==> src/rtl/nes_bus_pkg.sv <==
// Shared NES system-bus definitions: well-known register addresses and the
// sprite DMA controller state encoding.
package nes_bus_pkg;

    localparam logic [15:0] APU_OAMDMA_ADDR  = 16'h4014;
    localparam logic [15:0] PPU_OAMDATA_ADDR = 16'h2004;

    typedef enum logic [2:0] {
        IDLE      = 3'd0,
        HALT_WAIT = 3'd1,
        DUMMY     = 3'd2,
        ALIGN     = 3'd3,
        READ      = 3'd4,
        WRITE     = 3'd5
    } dma_state_t;

    // The CPU keeps the bus in IDLE and while it is being parked in HALT_WAIT.
    function automatic logic dma_owns_bus(input dma_state_t s);
        return (s == DUMMY) || (s == ALIGN) || (s == READ) || (s == WRITE);
    endfunction

endpackage

==> src/rtl/sprite_dma_bus_mux.sv <==
// Combinational CPU/DMA selector for the arbitrated system bus.
module sprite_dma_bus_mux (
    input  logic        dma_sel,
    input  logic [15:0] cpu_addr,
    input  logic [7:0]  cpu_wdata,
    input  logic        cpu_we,
    input  logic [15:0] dma_addr,
    input  logic [7:0]  dma_wdata,
    input  logic        dma_we,
    output logic [15:0] Addr_bus,
    output logic [7:0]  bus_wdata,
    output logic        bus_we
);

    always_comb begin
        Addr_bus  = cpu_addr;
        bus_wdata = cpu_wdata;
        bus_we    = cpu_we;
        if (dma_sel) begin
            Addr_bus  = dma_addr;
            bus_wdata = dma_wdata;
            bus_we    = dma_we;
        end
    end

endmodule

==> src/rtl/sprite_dma_ctrl.sv <==
// Sprite (OAM) DMA controller and CPU/DMA bus arbiter for the NES core.
// Define SPRITE_DMA_ALIGN_EN to build the parity register and the ALIGN cycle.
module sprite_dma_ctrl
    import nes_bus_pkg::*;
#(
    parameter logic [15:0] TRIG_ADDR     = APU_OAMDMA_ADDR,
    parameter logic [15:0] OAM_DATA_ADDR = PPU_OAMDATA_ADDR
) (
    input  logic        clk_ph1,
    input  logic        rst,
    input  logic [15:0] cpu_addr,
    input  logic [7:0]  cpu_wdata,
    input  logic        cpu_we,
    input  logic        cpu_halt_ack,
    output logic        cpu_rdy,
    output logic [15:0] Addr_bus,
    output logic [7:0]  bus_wdata,
    output logic        bus_we,
    input  logic [7:0]  Data_bus,
    output logic        dma_busy
);

    dma_state_t  state_q, state_d;
    logic [7:0]  page_q, page_d;
    logic [7:0]  idx_q, idx_d;
    logic [7:0]  xfer_byte_q, xfer_byte_d;
    logic        cpu_rdy_q, cpu_rdy_d;
    logic        dma_busy_q, dma_busy_d;

    logic        align_needed;
    logic        dma_sel;
    logic [15:0] dma_addr;
    logic [7:0]  dma_wdata;
    logic        dma_we;

`ifdef SPRITE_DMA_ALIGN_EN
    logic parity_q, parity_d;

    always_comb parity_d = ~parity_q;

    always_ff @(posedge clk_ph1) begin
        if (rst) parity_q <= 1'b0;
        else     parity_q <= parity_d;
    end

    assign align_needed = parity_q;
`else
    assign align_needed = 1'b0;
`endif

    always_comb begin
        state_d     = state_q;
        page_d      = page_q;
        idx_d       = idx_q;
        xfer_byte_d = xfer_byte_q;
        dma_addr    = cpu_addr;
        dma_wdata   = xfer_byte_q;
        dma_we      = 1'b0;

        case (state_q)
            IDLE: begin
                if (cpu_we && (cpu_addr == TRIG_ADDR)) begin
                    page_d  = cpu_wdata;
                    idx_d   = 8'h00;
                    state_d = HALT_WAIT;
                end
            end
            HALT_WAIT: begin
                if (cpu_halt_ack) state_d = DUMMY;
            end
            DUMMY: begin
                state_d = align_needed ? ALIGN : READ;
            end
            ALIGN: begin
                state_d = READ;
            end
            READ: begin
                dma_addr    = {page_q, idx_q};
                xfer_byte_d = Data_bus;
                state_d     = WRITE;
            end
            WRITE: begin
                dma_addr = OAM_DATA_ADDR;
                dma_we   = 1'b1;
                idx_d    = idx_q + 8'd1;
                state_d  = (idx_q == 8'hFF) ? IDLE : READ;
            end
            default: begin
                state_d = IDLE;
            end
        endcase

        // RDY and busy are registered views of where the FSM is heading.
        cpu_rdy_d  = (state_d == IDLE);
        dma_busy_d = (state_d != IDLE);
    end

    always_ff @(posedge clk_ph1) begin
        if (rst) begin
            state_q     <= IDLE;
            page_q      <= 8'h00;
            idx_q       <= 8'h00;
            xfer_byte_q <= 8'h00;
            cpu_rdy_q   <= 1'b1;
            dma_busy_q  <= 1'b0;
        end else begin
            state_q     <= state_d;
            page_q      <= page_d;
            idx_q       <= idx_d;
            xfer_byte_q <= xfer_byte_d;
            cpu_rdy_q   <= cpu_rdy_d;
            dma_busy_q  <= dma_busy_d;
        end
    end

    // Reset hands the bus back to the CPU immediately, killing any pending OAM write.
    assign dma_sel  = dma_owns_bus(state_q) && !rst;
    assign cpu_rdy  = cpu_rdy_q;
    assign dma_busy = dma_busy_q;

    sprite_dma_bus_mux u_bus_mux (
        .dma_sel   (dma_sel),
        .cpu_addr  (cpu_addr),
        .cpu_wdata (cpu_wdata),
        .cpu_we    (cpu_we),
        .dma_addr  (dma_addr),
        .dma_wdata (dma_wdata),
        .dma_we    (dma_we),
        .Addr_bus  (Addr_bus),
        .bus_wdata (bus_wdata),
        .bus_we    (bus_we)
    );

endmodule

==> config.mk <==
export PLATFORM = sky130hd
export DESIGN_NAME = sprite_dma_ctrl
export DESIGN_NICKNAME = d
export VERILOG_FILES = /design/src/rtl/nes_bus_pkg.sv /design/src/rtl/sprite_dma_bus_mux.sv /design/src/rtl/sprite_dma_ctrl.sv
export SDC_FILE = /design/constraint.sdc
export NUM_CORES = 1
export LEC_CHECK = 0
export ABC_AREA = 1
export CORE_ASPECT_RATIO = 0.8
export CORE_MARGIN = 5
export CORE_UTILIZATION = 50
export CTS_BUF_LIST = sky130_fd_sc_hd__clkbuf_8
export DETAILED_ROUTE_END_ITERATION = 8
export GPL_ROUTABILITY_DRIVEN = 1
export MAX_ROUTING_LAYER = met4
export PLACE_DENSITY = 0.89
export REMOVE_ABC_BUFFERS = 1
export SLEW_MARGIN = 5
export SYNTH_ARGS = -nofsm -noshare
export SYNTH_HDL_FRONTEND = slang
export SYNTH_SLANG_ARGS = --single-unit
==> constraint.sdc <==
create_clock -name clk_ph1 -period 2.9 [get_ports clk_ph1]
set_input_delay 0.29 -clock clk_ph1 [delete_from_list [all_inputs] [get_ports clk_ph1]]
set_output_delay 0.29 -clock clk_ph1 [all_outputs]
set_load 0.005 [all_outputs]
==> flow_summary.yaml, run 1 <==
status:
  status: "finished, final reports clean"
synthesis:
  synth_area_mm2: 0.00174
  synthCells: 273
  synth.distinct_cells: 25
  ys_warn_count: 0
  avgSynthCellArea_um2: 6.37
  synth-seq-cells: 29
  seq_area_frac_synth_pct: 33.4
global_route:
  grt_util_all_layers_pct: 21.0
  grt_pass1_wl_mm: 8.04
  gr-total-overflow: 0
  grt_max_degree: 29
  grt_pass1_vias: 1800
  antenna_found_initial: 0
timing:
  timing.final.crit_share_pct: 91.9
  period_minus_slack_ns: 2.67
  fmax_mhz: 375
  slew_violations: 0
  finalSetupViolations: 0
  totalNegativeSetupSlack_ns: 0
  slew_headroom_pct: 67.1
  hold_ws_ns: 0.481
  grt_setup_unrepaired: "false"
  tightestPinTransition_ns: 0.492
  finClkSkew_ns: 0.00108
  hold_viol: 0
  fin_ws_ns: 0.234
pwr:
  vdd_drop_max_uv: 222
  power_frac_seq_pct: 48.6
  p_leak_nw: 1.06
  p_total_uw: 819
  pwr-share-comb_pct: 15.4
  power_density_mw_per_mm2: 336
  p_clk_share_pct: 36.0
  p_sw_uw: 180
  p_int_uw: 639
  switching_share_pct: 22.0
drt:
  drt_wl_total_mm: 4.75
  ant_nets: 0
  first_iter_violations: 158
  num_vias: 1865
  drc_errors: 0
  wire_per_inst_um: 12.6
  drt_first_pass_iters: 5
  post_drt_via_cell_ratio: 4.96
placed_design:
  place_inst: 370
  postPlaceCellArea_mm2: 0.00237
  detailed_place_hpwl_mm: 3.45
  portBuffers: 62
  dp_slack_ns: 0.387
  gp_congestion: 0.861
clock_tree:
  cts_tree: "done"
  worst_skew_pair.late_latency_ns: 0.27
  cts_buffers: 5
  path_clk_slew_ns: 0.06
  ctsResizeCount: 0
  clock-sinks: 29
  holdBufCountCts: 0
  cts_setup_buffers: 0
  htreeDepth: 2
  cts_buffer_depth: 2
  root_buffer: "clkbuf_8"
floorplan:
  start_util_pct: 51.1
  core_mm2: 0.00340
  die-width_um: 75.9
  core.rowCount: 19
  die_h_um: 62.7
  boundaryPins: 63
  die_area_mm2: 0.00476
finish:
  n_antenna_cell: 0
  final_common_cell: "nand2_1"
  final_cell_area_mm2: 0.00244
  finalNetCount: 372
  drive_gt1_share_pct: 9.28
  syn2layout_area_growth_pct: 40.5
  final_core_util_pct: 71.8
  final_cell_mix: "nand2_1, clkdlybuf4s50_1, nor2_1"
  fill_cells: 273
  stdcell_count: 376
critical_path:
  crit_path_end_kind: "primary output"
  worstPathRequired_ns: 2.61
  crit_arrival_ns: 2.38
  crit_type: "reg -> out"
  start_kind: "flip-flop"
  path_max_fanout: 21
hold_path:
  hold_path_class: "reg -> reg"
run:
  drv_cap: 0
==> critical path, cell delays in order, from the launching register on <==
cell	delay, ns
dfxtp_1	0.47
nand3_4	0.19
inv_4	0.16
o21ai_4	0.13
inv_2	0.37
nand3_1	0.13
o21ai_0	0.10
clkdlybuf4s50_1	0.53
==> area by class of cell <==
cell class / instances / area [um^2] / share of cell area, %
inverter: 39 / 149 / 6.10
tap: 42 / 52.6 / 2.15
timing repair buffer: 67 / 658 / 27.0
sequential: 29 / 581 / 23.8
clock inverter: 1 / 5.00 / 0.205
clock buffer: 5 / 68.8 / 2.82
multi-input combinational: 193 / 927 / 38.0
==> power by group through the flow <==
stage          registers, mW  logic, mW  clock network [mW]
2_1_floorplan          0.407     0.0301                   0
3_3_place_gp           0.407      0.125                   0
3_5_place_dp           0.407      0.126                   0
4_1_cts                0.398      0.127               0.300
5_1_grt                0.398      0.136               0.323
6_report               0.399      0.126               0.295
==> final timing paths <==
check | startpoint | to | slack, ns | cells past startpoint
max | state_q[0]$_SDFF_PP0_ | Addr_bus[15] | 0.23 | 7
min | dma_wdata[7]$_SDFFE_PP0N_ | dma_wdata[7]$_SDFFE_PP0N_ | 0.48 | 2
max reg2reg | state_q[0]$_SDFF_PP0_ | page_q[3]$_SDFFE_PP0P_ | 1.33 | 7
min reg2reg | dma_wdata[7]$_SDFFE_PP0N_ | dma_wdata[7]$_SDFFE_PP0N_ | 0.48 | 2
==> state kept, by name, indices dropped and copies added, names as in the netlist <==
signal and count:
idx_q 8, dma_wdata 8, cpu_rdy 1, dma_busy 1, page_q 8, state_q 3
==> synthesized netlist by cell type (all sizes together) <==
library cell | count | area share (%)
clkbuf | 3 | 0.72
ha | 1 | 0.72
o21ai | 38 | 12
a21oi | 8 | 2.3
o22ai | 1 | 0.36
nand3 | 26 | 11
inv | 39 | 8.6
dfxtp | 29 | 33
nand4 | 1 | 0.36
nor3 | 3 | 1.5
nand2 | 69 | 15
nor2 | 46 | 10
buf | 9 | 4.0
==> layer usage <==
metal  global-route usage [%]  wire, um
met5                        -         0
met4                     6.44        38
met3                     5.19       382
met1                     26.0      2140
met2                     33.5      2200
==> logic make-up (layout without fill, tap and decap cells) <==
kind of cell,after synthesis,after routing,share of synthesized area (%)
compound gates,47,47,14.3
fa+ha+maj,1,1,0.720
buf+inv,51,112,13.2
flops,29,29,33.4
simple gates,145,145,38.4
Note: power is estimated with default switching activity, not from simulation.
==> run 2, diff against run 1 <==
--- a/config.mk
+++ b/config.mk
@@ -14,6 +14,7 @@
 export GPL_ROUTABILITY_DRIVEN = 1
 export MAX_ROUTING_LAYER = met4
 export PLACE_DENSITY = 0.89
+export RECOVER_POWER = 50
 export REMOVE_ABC_BUFFERS = 1
 export SLEW_MARGIN = 5
 export SYNTH_ARGS = -nofsm -noshare
==> run 2 against run 1 <==
Net effect:
- hold slack about the same
- total power about the same
- largest power group unchanged
- die area unchanged
- sequential power about the same
- wire length unchanged
- count of clock-buffer cells in the layout unchanged
- cell count unchanged
- flip-flop and latch count unchanged
- highest routed layer unchanged
- critical path depth unchanged
==> flow_summary.yaml, run 2 (same netlist as run 1, synthesis figures left out) <==
status:
  status: "finished, final reports clean"
pwr:
  power_density_mw_per_mm2: 337
  p_sw_uw: 180
  power_frac_seq_pct: 48.7
  pwr-share-comb_pct: 15.3
  p_int_uw: 639
  switching_share_pct: 21.9
  p_total_uw: 818
  p_clk_share_pct: 36.0
  p_leak_nw: 1.06
  vdd_drop_max_uv: 221
global_route:
  gr-total-overflow: 0
  grt_use_met3_pct: 5.19
  antenna_found_initial: 0
  grt_util_all_layers_pct: 21.0
  grt_pass1_vias: 1800
  grt_max_degree: 29
  grt_use_met1_pct: 26.0
  top_usage_layer: "met2"
  grt_pass1_wl_mm: 8.04
  met2_usage_pct: 33.5
floorplan:
  start_util_pct: 51.1
  die_h_um: 62.7
  die-width_um: 75.9
  core_mm2: 0.00340
  boundaryPins: 63
  die_area_mm2: 0.00476
  core.rowCount: 19
clock_tree:
  cts_tree: "done"
  worst_skew_pair.late_latency_ns: 0.27
  holdBufCountCts: 0
  cts_buffer_depth: 2
  ctsResizeCount: 0
  path_clk_slew_ns: 0.06
  cts_buffers: 5
  clock-sinks: 29
  cts_setup_buffers: 0
  root_buffer: "clkbuf_8"
  htreeDepth: 2
timing:
  hold_ws_ns: 0.482
  slew_headroom_pct: 39.8
  timing.final.crit_share_pct: 91.6
  hold_viol: 0
  totalNegativeSetupSlack_ns: 0
  slew_violations: 0
  period_minus_slack_ns: 2.66
  finalSetupViolations: 0
  finClkSkew_ns: 0.00152
  tightestPinTransition_ns: 0.901
  fmax_mhz: 376
  fin_ws_ns: 0.243
  grt_setup_unrepaired: "false"
drt:
  wire_per_inst_um: 12.6
  drt_wl_total_mm: 4.75
  drc_errors: 0
  post_drt_via_cell_ratio: 4.98
  num_vias: 1872
  drt_first_pass_iters: 5
  ant_nets: 0
  first_iter_violations: 177
critical_path:
  crit_path_end_kind: "primary output"
  start_kind: "flip-flop"
  crit_arrival_ns: 2.37
  crit_type: "reg -> out"
  critPathTopFamily: "buffers and inverters"
  worstPathRequired_ns: 2.61
  max_stage_delay_ns: 0.53
  path_max_fanout: 21
  cp_slowest_cell: "clkdlybuf4s50_1"
  startpoint: "state_q[0]$_SDFF_PP0_"
  crit_chain: "nand3_4 -> inv_4 -> o21ai_4 -> inv_2 -> nand3_1 -> o21ai_0 -> clkdlybuf4s50_1"
  r2r-start: "state_q[0]$_SDFF_PP0_"
  critPathBufInv: 3
finish:
  final_cell_mix: "nand2_1, clkdlybuf4s50_1, nor2_1"
  syn2layout_area_growth_pct: 40.0
  finalNetCount: 372
  stdcell_count: 376
  final_common_cell: "nand2_1"
  n_antenna_cell: 0
  drive_gt1_share_pct: 8.38
  fill_cells: 276
placed_design:
  dp_slack_ns: 0.387
  detailed_place_hpwl_mm: 3.45
  place_inst: 370
  portBuffers: 62
  gp_congestion: 0.861
hold_path:
  hold_path_class: "reg -> reg"
  hp-start: "dma_wdata[7]$_SDFFE_PP0N_"
run:
  drv_cap: 0
-- run 2: cell count changes in the layout (fill, tap and decap cells not counted), moves of 2 or more --
cell / previous run / this run
clkdlybuf4s50_1: 62 / 59
dlygate4sd3_1: 0 / 3
o21ai_0: 23 / 25
o21ai_1: 14 / 12
-- run 2: layer usage --
layer	wire length (um)	up-vias
met5	0	-
met4	30	0
met3	403	4
met2	2200	85
met1	2120	806
li1	-	977
-- run 2: power by group through the flow --
stage | Combinational, mW | Clock [mW] | Sequential (mW)
finish | 0.125 | 0.295 | 0.399
global route | 0.135 | 0.323 | 0.398
CTS | 0.127 | 0.300 | 0.398
detailed placement | 0.126 | 0 | 0.407
global placement | 0.125 | 0 | 0.407
floorplan | 0.0301 | 0 | 0.407
-- run 2: worst reg2reg max path: cells and delay by family, from the launching register on --
kind	cells	cell delay, ns
and+or+nand+nor	6	1.39
DFF	1	0.38
-- run 2: final timing paths --
kind	end	slack, ns	depth (start not counted)
max	Addr_bus[15]	0.24	7
min	dma_wdata[7]$_SDFFE_PP0N_	0.48	2
max reg2reg	page_q[4]$_SDFFE_PP0P_	1.02	6
min reg2reg	dma_wdata[7]$_SDFFE_PP0N_	0.48	2
-- run 2: layout make-up --
type / count / area (um^2) / area share [%]
Multi-Input combinational cell: 193 / 922 / 37.9
Timing Repair Buffer: 67 / 654 / 26.9
Sequential cell: 29 / 581 / 23.9
Inverter: 39 / 149 / 6.12
Clock buffer: 5 / 68.8 / 2.83
Tap cell: 42 / 52.6 / 2.16
Clock inverter: 1 / 5.00 / 0.206
-- run 2: stage by stage --
step | instance area (um^2) | util [%]
final | 2430 | 71.5
after global routing | 2430 | 71.5
after CTS | 2440 | 71.8
after detailed placement | 2370 | 69.6
after global placement | 2370 | 69.6
after floorplan | 1660 | -
